==> config.mk <==
export PLATFORM = sky130hd
export DESIGN_NAME = ins_fetch
export DESIGN_NICKNAME = d
export VERILOG_FILES = /design/src/rtl/ins_fetch.sv
export SDC_FILE = /design/constraint.sdc
export NUM_CORES = 1
export LEC_CHECK = 0
export BUFFER_PORTS_ARGS = -buffer_cell sky130_fd_sc_hd__buf_2
export CELL_PAD_IN_SITES_DETAIL_PLACEMENT = 0
export CELL_PAD_IN_SITES_GLOBAL_PLACEMENT = 1
export CORE_AREA = 2 2 93 95
export CTS_BUF_LIST = sky130_fd_sc_hd__clkbuf_4
export DETAILED_ROUTE_END_ITERATION = 8
export DIE_AREA = 0 0 95 97
export PLACE_DENSITY_LB_ADDON = 0.25
export SETUP_SLACK_MARGIN = 0.02
export SYNTH_ARGS = -nofsm -noshare
export SYNTH_HDL_FRONTEND = slang
export SYNTH_SLANG_ARGS = --single-unit
==> constraint.sdc <==
create_clock -name clk -period 2.41 [get_ports clk]
set_clock_uncertainty 0.15 [all_clocks]
set_input_delay 0 -clock clk [delete_from_list [all_inputs] [get_ports clk]]
set_output_delay 0 -clock clk [all_outputs]
set_load 0.05 [all_outputs]
==> src/rtl/ins_fetch.sv <==
// Instruction fetch stage: direct-mapped instruction cache in front of a req/ack instruction memory.
// Optional hit/miss statistics counters are built when FETCH_STATS_EN is defined.
module ins_fetch #(
    parameter int ENTRIES = 4,
    parameter int ADDR_W  = 8,
    parameter int INS_W   = 8
) (
    input  logic              clk,
    input  logic              CLB,
    input  logic [ADDR_W-1:0] pc,
    output logic [INS_W-1:0]  input_ins,
    output logic              ins_valid,
    output logic              mem_req,
    output logic [ADDR_W-1:0] mem_addr,
    input  logic              mem_ack,
    input  logic [INS_W-1:0]  mem_data,
    output logic [7:0]        hit_count,
    output logic [7:0]        miss_count
);

    localparam int IDX_W = $clog2(ENTRIES);
    localparam int TAG_W = ADDR_W - IDX_W;

    typedef enum logic {LOOKUP, FILL} state_t;

    state_t state, state_nx;

    logic [ENTRIES-1:0] line_valid;
    logic [TAG_W-1:0]   line_tag  [ENTRIES];
    logic [INS_W-1:0]   line_data [ENTRIES];

    logic [IDX_W-1:0] idx, fill_idx;
    logic [TAG_W-1:0] tag, fill_tag;
    logic             hit, do_hit, do_miss, do_fill;

    assign idx      = pc[IDX_W-1:0];
    assign tag      = pc[ADDR_W-1:IDX_W];
    assign fill_idx = mem_addr[IDX_W-1:0];
    assign fill_tag = mem_addr[ADDR_W-1:IDX_W];
    assign hit      = line_valid[idx] && (line_tag[idx] == tag);

    always_ff @(posedge clk or negedge CLB) begin
        if (!CLB) state <= LOOKUP;
        else      state <= state_nx;
    end

    always_comb begin
        state_nx = state;
        do_hit   = 1'b0;
        do_miss  = 1'b0;
        do_fill  = 1'b0;
        case (state)
            LOOKUP: begin
                if (hit) begin
                    do_hit = 1'b1;
                end else begin
                    do_miss  = 1'b1;
                    state_nx = FILL;
                end
            end
            FILL: begin
                if (mem_req && mem_ack) begin
                    do_fill  = 1'b1;
                    state_nx = LOOKUP;
                end
            end
            default: state_nx = LOOKUP;
        endcase
    end

    always_ff @(posedge clk or negedge CLB) begin
        if (!CLB) begin
            input_ins  <= '0;
            ins_valid  <= 1'b0;
            mem_req    <= 1'b0;
            mem_addr   <= '0;
            line_valid <= '0;
        end else begin
            if (do_hit) begin
                input_ins <= line_data[idx];
                ins_valid <= 1'b1;
            end
            if (do_miss) begin
                ins_valid <= 1'b0;
                mem_addr  <= pc;
                mem_req   <= 1'b1;
            end
            if (do_fill) begin
                line_valid[fill_idx] <= 1'b1;
                input_ins            <= mem_data;
                ins_valid            <= 1'b1;
                mem_req              <= 1'b0;
            end
        end
    end

    // Tag/data need no reset: they are qualified by line_valid.
    always_ff @(posedge clk) begin
        if (do_fill) begin
            line_tag[fill_idx]  <= fill_tag;
            line_data[fill_idx] <= mem_data;
        end
    end

`ifdef FETCH_STATS_EN
    always_ff @(posedge clk or negedge CLB) begin
        if (!CLB) begin
            hit_count  <= '0;
            miss_count <= '0;
        end else begin
            if (do_hit && hit_count != '1)   hit_count  <= hit_count + 8'd1;
            if (do_miss && miss_count != '1) miss_count <= miss_count + 8'd1;
        end
    end
`else
    assign hit_count  = '0;
    assign miss_count = '0;
`endif

endmodule

==> results_dict.tcl, run 1 <==
set metrics [dict create \
    viasPerCell 4.70 \
    synth.distinct_cells 32 \
    wl_per_cell_um 17.3 \
    antenna_found_initial 0 \
    clk_latency_ns 0.40 \
    totalWireLength_um 6280 \
    nFillCells 710 \
    powerDensity_nw_per_um2 1130 \
    final-hold-violation-count 0 \
    timing.slew.headroom 0.226 \
    core_region_area_um2 8130 \
    final_cells 362 \
    p_sw_mw 1.62 \
    ys_ff_latch 79 \
    rr_endpoint "input_ins[2]" \
    worst_setup_path_end_kind "register" \
    max-vdd-ir-drop_uv 632 \
    grt_max_degree 24 \
    drive_gt1_frac 0.412 \
    finalNetCount 271 \
    crit_type "register to register" \
    avgSynthCellArea_um2 18.1 \
    dieArea_um2 9220 \
    final_util 0.486 \
    cts_tree "built" \
    max_freq_mhz 430 \
    leakagePower_nw 1.54 \
    whs_ns 0.0544 \
    seqCellArea_um2 2260 \
    ant_nets 0 \
    slew_viol_final 0 \
    clockBufferDepth 2 \
    r2r-start "line_tag[3][2]" \
    swShare 0.364 \
    hold_start "pc[1]" \
    die_x_um 95 \
    grt_util_all_layers 0.143 \
    drt_iter0_drc 65 \
    drcViolationCount 0 \
    start_kind "register" \
    numCtsBuffers 9 \
    fin_crit_sh 0.965 \
    place.gp.congestion 0.716 \
    grt_overflow_total 0 \
    grt_pass1_vias 1730 \
    synth_commonest_cells "edfxtp_1, dfrtp_1, buf_4" \
    p_comb_frac 0.319 \
    r2r_setup_slack_ns 0.08 \
    hold_depth 3 \
    syn_area_um2 3230 \
    die_y_um 97 \
    cts.reportedPaths.clkPinSlew_ns 0.12 \
    design_area_um2 3960 \
    async_flop_share 0.291 \
    hpwl_um 4090 \
    r2r_cells 7 \
    clock_power_share 0.218 \
    crit_start "line_tag[3][2]" \
    period_needed_ns 2.33 \
    synth_flop_cell "edfxtp_1" \
    placed_cell_area_um2 3540 \
    status "finished clean" \
    cts_htree_levels 3 \
    cts-root-buf "clkbuf_4" \
    syn_to_final_growth_pct 22.6 \
    initial_core_util 0.397 \
    cp_max_fo 5 \
    synth_area_leaders "edfxtp_1, dfrtp_1, mux4_2, buf_4, mux2_2" \
    multiInputGateArea_um2 908 \
    cts.sinks 79 \
    grt_first_pass_wirelength_um 9570 \
    antenna_cells 0 \
    cp.required_ns 2.56 \
    synth_top_area_share 0.521 \
    synth_edf_count 56 \
    cp.arrival_ns 2.48 \
    drv_cap 0 \
    p_total_mw 4.45 \
    syn_inst 178 \
    yosysTopAreaCell "edfxtp_1" \
    vias 1703 \
    place_inst 326 \
    drt_first_pass_iters 4 \
    hp-class "input pin to register" \
    tightest_slew_ns 1.16 \
    post-synth-top-count-cell "edfxtp_1" \
    pin_count 53 \
    rows 33 \
    hold_end "mem_addr[1]" \
    p_int_mw 2.83 \
    seq_power_share 0.463 \
    ys_seq_area_frac 0.700 \
    port-buffer-count 36 \
    rsz0062_at_grt "yes" \
    finalSetupViolations 0 \
    ys_warn_count 0 \
]
stage by stage:
stage / setup slack, ns / setup TNS, ns
after CTS: 0.0266 / 0
after global placement: 0.000701 / 0
after global routing: -0.00854 / -0.0165
after floorplan: 0.0744 / 0
final: 0.0836 / 0
after detailed placement: -0.0806 / -0.802
worst max-delay path by stage:
stage	slack, ns	endpoint	cells past startpoint
final	0.08	input_ins[2]	7
after global routing	-0.009	mem_addr[1]	7
after CTS	0.03	input_ins[4]	7
after detailed placement	-0.08	input_ins[1]	6
after global placement	0.0007	input_ins[7]	6
after floorplan	0.07	line_data[1][0]	5
power groups by stage:
stage          Combinational [mW]  Clock (mW)  Sequential, mW
2_1_floorplan               0.524           0            2.56
3_3_place_gp                 1.38           0            2.09
3_5_place_dp                 1.39           0            2.10
4_1_cts                      1.42       0.998            2.07
5_1_grt                      1.51        1.06            2.11
6_report                     1.42       0.970            2.06
timing repair:
| item | CTS | global route |
|---|---|---|
| hold buffers | 17 | 0 |
| hold endpoints to repair | 71 | 0 |
| gates resized for setup | 5 | 3 |
| setup buffers | 2 | 0 |
| cloned | 0 | 1 |
| pin swaps | 2 | 10 |
| setup endpoints to repair | 16 | 16 |
cells in the final DEF (no fill, tap or decap), types with 2 or more instances in the layout:
| cell type | netlist | routed |
|---|---|---|
| buf_4 | 17 | 14 |
| inv_1 | 2 | 2 |
| edfxtp_1 | 56 | 56 |
| xnor2_2 | 0 | 2 |
| and2_1 | 6 | 5 |
| dfrtp_1 | 23 | 23 |
| or2_2 | 4 | 4 |
| nor2_1 | 3 | 3 |
| bufinv_16 | 0 | 3 |
| a221o_2 | 2 | 2 |
| xor2_1 | 5 | 5 |
| clkinv_2 | 0 | 2 |
| nand3_1 | 2 | 2 |
| clkbuf_4 | 0 | 10 |
| dlygate4sd3_1 | 0 | 17 |
| xnor2_1 | 4 | 2 |
| buf_2 | 1 | 36 |
| and3_2 | 3 | 3 |
| conb_1 | 1 | 16 |
| nand2_1 | 3 | 2 |
| mux2_2 | 9 | 9 |
| mux4_2 | 10 | 10 |
| a221o_1 | 6 | 6 |
| mux2i_1 | 7 | 7 |
kinds of logic (layout without fill, tap and decap cells):
kind of cell,count (synthesis),in the layout,synth area share
other cells,1,16,0.00116
xor+xnor,9,9,0.0244
simple gates,26,26,0.0477
mux,27,27,0.131
buf+inv,23,86,0.0520
flops,79,79,0.700
compound gates,13,14,0.0438
sequential cells by signal (all words and copies together), names as in the netlist:
register and cells:
line_tag 24, state 1, line_data 32, ins_valid 1
line_valid 4, input_ins 8, mem_req 1, mem_addr 8
final cells by class:
class                      instances  share of cell area
multi-input combinational         92               0.230
tap                              105              0.0332
clock inverter                     6              0.0275
timing repair buffer              68               0.118
clock buffer                      10              0.0190
sequential                        79               0.571
inverter                           2             0.00190
critical path, stage by stage (launching register included):
cell and delay [ns]:
edfxtp_1 0.39, mux4_2 0.52, xnor2_2 0.20, nand2_2 0.10, a2111oi_4 0.21, buf_6 0.18, a21oi_4 0.08, a221o_2 0.39
layer usage:
layer  up-vias  GRT usage  share of wire
li1        804          -              -
met2        37      0.220           0.48
met1       856      0.198           0.48
met3         6     0.0444          0.037
met5         -          0              0
met4         0     0.0334         0.0089
Note: power is estimated with default switching activity, not from simulation.
==> run 2, diff against run 1 <==
SETUP_SLACK_MARGIN = unset   (was 0.02)
clock period = 2.15 ns   (was 2.41 ns; I/O delays follow)
==> results_dict.tcl, run 2 (synthesis results as in run 1) <==
set metrics [dict create \
    cts_htree_levels 3 \
    cp.required_ns 2.30 \
    crit_path_top_delay_cell "mux4_2" \
    start_kind "register" \
    drcViolationCount 0 \
    cts.reportedPaths.clkPinSlew_ns 0.12 \
    die_x_um 95 \
    status "finished with violations" \
    r2r-start "line_tag[3][1]" \
    cp_max_fo 6 \
    grt_max_degree 24 \
    cp_cell_sequence "mux4_2 -> xnor2_2 -> nand2_2 -> a2111oi_4 -> buf_6 -> a21oi_4 -> a221o_1" \
    slowest_delay_ns 0.50 \
    syn_to_final_growth_pct 22.7 \
    rr_endpoint "input_ins[4]" \
    totalWireLength_um 6260 \
    grt_overflow_total 0 \
    die_y_um 97 \
    grt_pass1_vias 1818 \
    hold_start "pc[0]" \
    drt_first_pass_iters 4 \
    leakagePower_nw 1.53 \
    port-buffer-count 36 \
    fin_ws_ns -0.130 \
    clockBufferDepth 2 \
    final_cell_mix "edfxtp_1, buf_2, dfrtp_1, dlygate4sd3_1" \
    place_inst 329 \
    cts.sinks 79 \
    grt_util_all_layers 0.147 \
    final-hold-violation-count 0 \
    cts-root-buf "clkbuf_4" \
    drive_gt1_frac 0.433 \
    finalSetupTns_ns -1.40 \
    cp_num_buf_inv 1 \
    top_regs "line_data x32, line_tag x24" \
    powerDensity_nw_per_um2 1180 \
    antenna_cells 0 \
    max_freq_mhz 439 \
    initial_core_util 0.397 \
    max-vdd-ir-drop_uv 562 \
    numCtsBuffers 9 \
    top_register "line_data" \
    period_needed_ns 2.28 \
    cp.arrival_ns 2.43 \
    violations "setup timing" \
    worst_setup_path_end_kind "register" \
    grt_first_pass_wirelength_um 9770 \
    finalSetupViolations 16 \
    hp-class "input pin to register" \
    drt_iter0_drc 68 \
    dieArea_um2 9220 \
    slew_viol_final 0 \
    largest_register_ffs 32 \
    core_region_area_um2 8130 \
    final_cells 368 \
    hold_end "mem_addr[0]" \
    place.gp.congestion 0.729 \
    rows 33 \
    wl_per_cell_um 17.0 \
    rsz0062_at_grt "yes" \
    r2r_setup_slack_ns -0.13 \
    clk_latency_ns 0.40 \
    final_common_cell "edfxtp_1" \
    vias 1761 \
    cp_top_family "compound AO/OA/AOI/OAI gates" \
    r2r_cells 7 \
    antenna_found_initial 0 \
    viasPerCell 4.79 \
    fin_crit_sh 1.06 \
    cts_tree "built" \
    drv_cap 0 \
    hpwl_um 4160 \
    hold_depth 3 \
    finalNetCount 277 \
    ant_nets 0 \
    crit_type "register to register" \
    pin_count 53 \
]
==> run 2: cell types whose count changed in the layout (fill, tap and decap cells not counted) <==
cell / change
clkinvlp_4: +3
a21oi_4: +1
mux4_2: +1
nor2_2: +1
buf_6: +2
buf_4: +2
clkinv_4: -1
a21oi_2: -1
mux4_1: -1
nor2_4: +1
buf_12: +1
nor2_1: -1
clkinv_2: +1
bufinv_16: -3
==> run 2: area by class of cell <==
class / count / area (µm²)
Clock buffer: 10 / 75.1
Clock inverter: 6 / 37.5
Fill cell: 717 / 4180
Inverter: 2 / 7.51
Multi-Input combinational cell: 93 / 926
Sequential cell: 79 / 2260
Tap cell: 105 / 131
Timing Repair Buffer: 73 / 524
==> run 2: what timing repair did <==
| action | CTS | global route |
|---|---|---|
| setup endpoints to repair | 18 | 18 |
| setup buffers | 2 | 2 |
| cloned | 2 | 0 |
| pin swaps | 3 | 10 |
| hold endpoints to repair | 71 | 0 |
| hold buffers | 18 | 0 |
| resized for setup | 7 | 5 |
==> run 2: report_power, final <==
part	switching, mW	internal [mW]	total [mW]
clock	0.483	0.244	0.727
combinational	1.11	0.536	1.64
sequential	0.243	2.07	2.31
==> run 2: worst max-delay path by stage <==
stage / to / slack (ns) / start / depth (start not counted)
after detailed placement: input_ins[5] / -0.31 / line_tag[3][0] / 6
after CTS: input_ins[4] / -0.18 / line_tag[3][1] / 7
after floorplan: input_ins[0] / -0.01 / line_tag[3][0] / 5
final: input_ins[4] / -0.13 / line_tag[3][1] / 7
after global routing: input_ins[4] / -0.27 / line_tag[3][1] / 7
after global placement: input_ins[0] / -0.26 / line_tag[3][0] / 6
==> run 2: layer usage <==
metal	GRT usage	up-vias	routed length, µm
li1	-	820	-
met1	0.186	895	2800
met2	0.240	42	3180
met3	0.0506	4	251
met4	0.0368	0	30
met5	0	-	0
==> run 2: per-stage QoR <==
step | area [µm²] | util | hold WS (ns) | power (mW) | setup WS, ns
floorplan | 3290 | - | -0.446 | 3.46 | -0.0104
global placement | 3560 | 0.438 | -0.131 | 3.89 | -0.259
detailed placement | 3560 | 0.438 | -0.122 | 3.91 | -0.307
CTS | 3930 | 0.483 | 0.0166 | 4.71 | -0.182
global route | 3960 | 0.487 | 0.0382 | 4.93 | -0.270
finish | 3960 | 0.487 | 0.0273 | 4.68 | -0.130
==> run 2: tightest hold or removal path, stage by stage <==
cell,delay (ns)
buf_2,0.16
buf_4,0.22
mux2_2,0.17
==> run 3, diff against run 2 <==
CAP_MARGIN = 40   (was unset)
PLACE_DENSITY = 0.71   (was unset)
PLACE_DENSITY_LB_ADDON = unset   (was 0.25)
==> results_dict.tcl, run 3 (synthesis results as in run 1) <==
set metrics [dict create \
    p_int_mw 2.99 \
    grt_max_degree 24 \
    place.gp.congestion 0.709 \
    cp_top_family "multiplexers" \
    final_util 0.487 \
    finalSetupViolations 18 \
    antenna_cells 0 \
    cp_num_buf_inv 1 \
    rr_endpoint "mem_addr[1]" \
    cp_max_fo 5 \
    drive_gt1_frac 0.431 \
    pin_count 53 \
    p_comb_frac 0.340 \
    cts.reportedPaths.clkPinSlew_ns 0.12 \
    numCtsBuffers 9 \
    final-hold-violation-count 0 \
    hold_depth 3 \
    crit_path_top_delay_cell "mux4_2" \
    port-buffer-count 36 \
    clock_power_share 0.180 \
    core_region_area_um2 8130 \
    cp.arrival_ns 2.46 \
    swShare 0.378 \
    grt_pass1_vias 1806 \
    totalWireLength_um 6240 \
    rsz0062_at_grt "yes" \
    final_cell_mix "edfxtp_1, buf_2, dfrtp_1, buf_4, dlygate4sd3_1" \
    syn_to_final_growth_pct 22.8 \
    drt_iter0_drc 77 \
    ant_nets 0 \
    max-vdd-ir-drop_uv 508 \
    clk_latency_ns 0.41 \
    start_kind "register" \
    clockBufferDepth 2 \
    vias 1794 \
    die_y_um 97 \
    slew_viol_final 0 \
    rows 33 \
    grt_util_all_layers 0.147 \
    viasPerCell 4.89 \
    violations "setup timing" \
    cts-root-buf "clkbuf_4" \
    dieArea_um2 9220 \
    top_register "line_data" \
    finalNetCount 276 \
    drcViolationCount 0 \
    antenna_found_initial 0 \
    cts_tree "built" \
    status "finished with violations" \
    r2r_setup_slack_ns -0.16 \
    r2r_cells 7 \
    hold_start "pc[0]" \
    seq_power_share 0.480 \
    max_freq_mhz 434 \
    leakagePower_nw 1.54 \
    grt_first_pass_wirelength_um 9740 \
    r2r-start "line_tag[0][1]" \
    p_total_mw 4.80 \
    grt_overflow_total 0 \
    cts.sinks 79 \
    top_regs "line_data x32, line_tag x24" \
    largest_register_ffs 32 \
    slowest_delay_ns 0.50 \
    cp_cell_sequence "mux4_2 -> xnor2_2 -> nand2_2 -> a2111oi_4 -> buf_4 -> nor2_4 -> mux2_2" \
    die_x_um 95 \
    final_common_cell "edfxtp_1" \
    crit_type "register to register" \
    p_sw_mw 1.82 \
    cp.required_ns 2.30 \
    initial_core_util 0.397 \
    fin_crit_sh 1.07 \
    drt_first_pass_iters 4 \
    cts_htree_levels 3 \
    hold_end "mem_addr[0]" \
    powerDensity_nw_per_um2 1210 \
    hpwl_um 4070 \
    drv_cap 0 \
    whs_ns 0.0323 \
    hp-class "input pin to register" \
    wl_per_cell_um 17.0 \
    worst_setup_path_end_kind "register" \
    period_needed_ns 2.31 \
    fin_ws_ns -0.156 \
]
run 3: per-layer routing:
metal | vias up | global-route usage | wire [µm]
li1 | 814 | - | -
met1 | 922 | 0.199 | 2790
met2 | 48 | 0.228 | 3130
met3 | 10 | 0.0335 | 227
met4 | 0 | 0.0602 | 95
met5 | - | 0 | 0
run 3: layout make-up:
type,instances,area (µm²)
flip-flops and latches,79,2260
inverters,2,7.51
fillers,691,4170
clock buffers,12,90.1
multi-input cells,92,912
well taps,105,131
repair buffers,73,517
clock inverters,4,46.3
run 3: power by group through the flow:
stage                     Sequential (mW)  Combinational (mW)  Clock, mW
after floorplan                      2.87               0.589          0
after global placement               2.32                1.55          0
after detailed placement             2.33                1.57          0
after CTS                            2.30                1.64      0.896
after global routing                 2.35                1.72      0.959
final                                2.30                1.63      0.866
run 3: repair_timing:
action | 4_1_cts | 5_1_grt
hold buffers | 18 | 0
gates cloned | 1 | 0
hold endpoints to repair | 71 | 0
pin swaps | 0 | 4
resized for setup | 7 | 3
setup endpoints to repair | 16 | 18
buffers inserted | 2 | 0
run 3: worst register-to-register path, cell delays in order (launching register included):
cell       delay, ns
edfxtp_1        0.42
mux4_2          0.50
xnor2_2         0.15
nand2_2         0.08
a2111oi_4       0.31
buf_4           0.22
nor2_4          0.06
mux2_2          0.29
run 3: through the flow:
stage / TNS, ns / cells / area (µm²) / setup WS (ns)
final: -2.16 / 367 / 3960 / -0.156
after global routing: -4.14 / 367 / 3960 / -0.268
after CTS: -1.49 / 367 / 3950 / -0.112
after detailed placement: -2.86 / 330 / 3570 / -0.196
after global placement: -2.62 / 330 / 3570 / -0.177
after floorplan: -0.0518 / 193 / 3290 / -0.0104
run 3: worst max path at each step:
stage | slack, ns | endpoint | cells after the start | startpoint
5_1_grt | -0.27 | mem_addr[7] | 7 | line_tag[0][1]
3_5_place_dp | -0.20 | mem_addr[5] | 8 | pc[1]
3_3_place_gp | -0.18 | mem_addr[3] | 8 | pc[1]
2_1_floorplan | -0.01 | input_ins[0] | 5 | line_tag[3][0]
6_report | -0.16 | mem_addr[1] | 7 | line_tag[0][1]
4_1_cts | -0.11 | mem_addr[5] | 7 | line_tag[2][1]
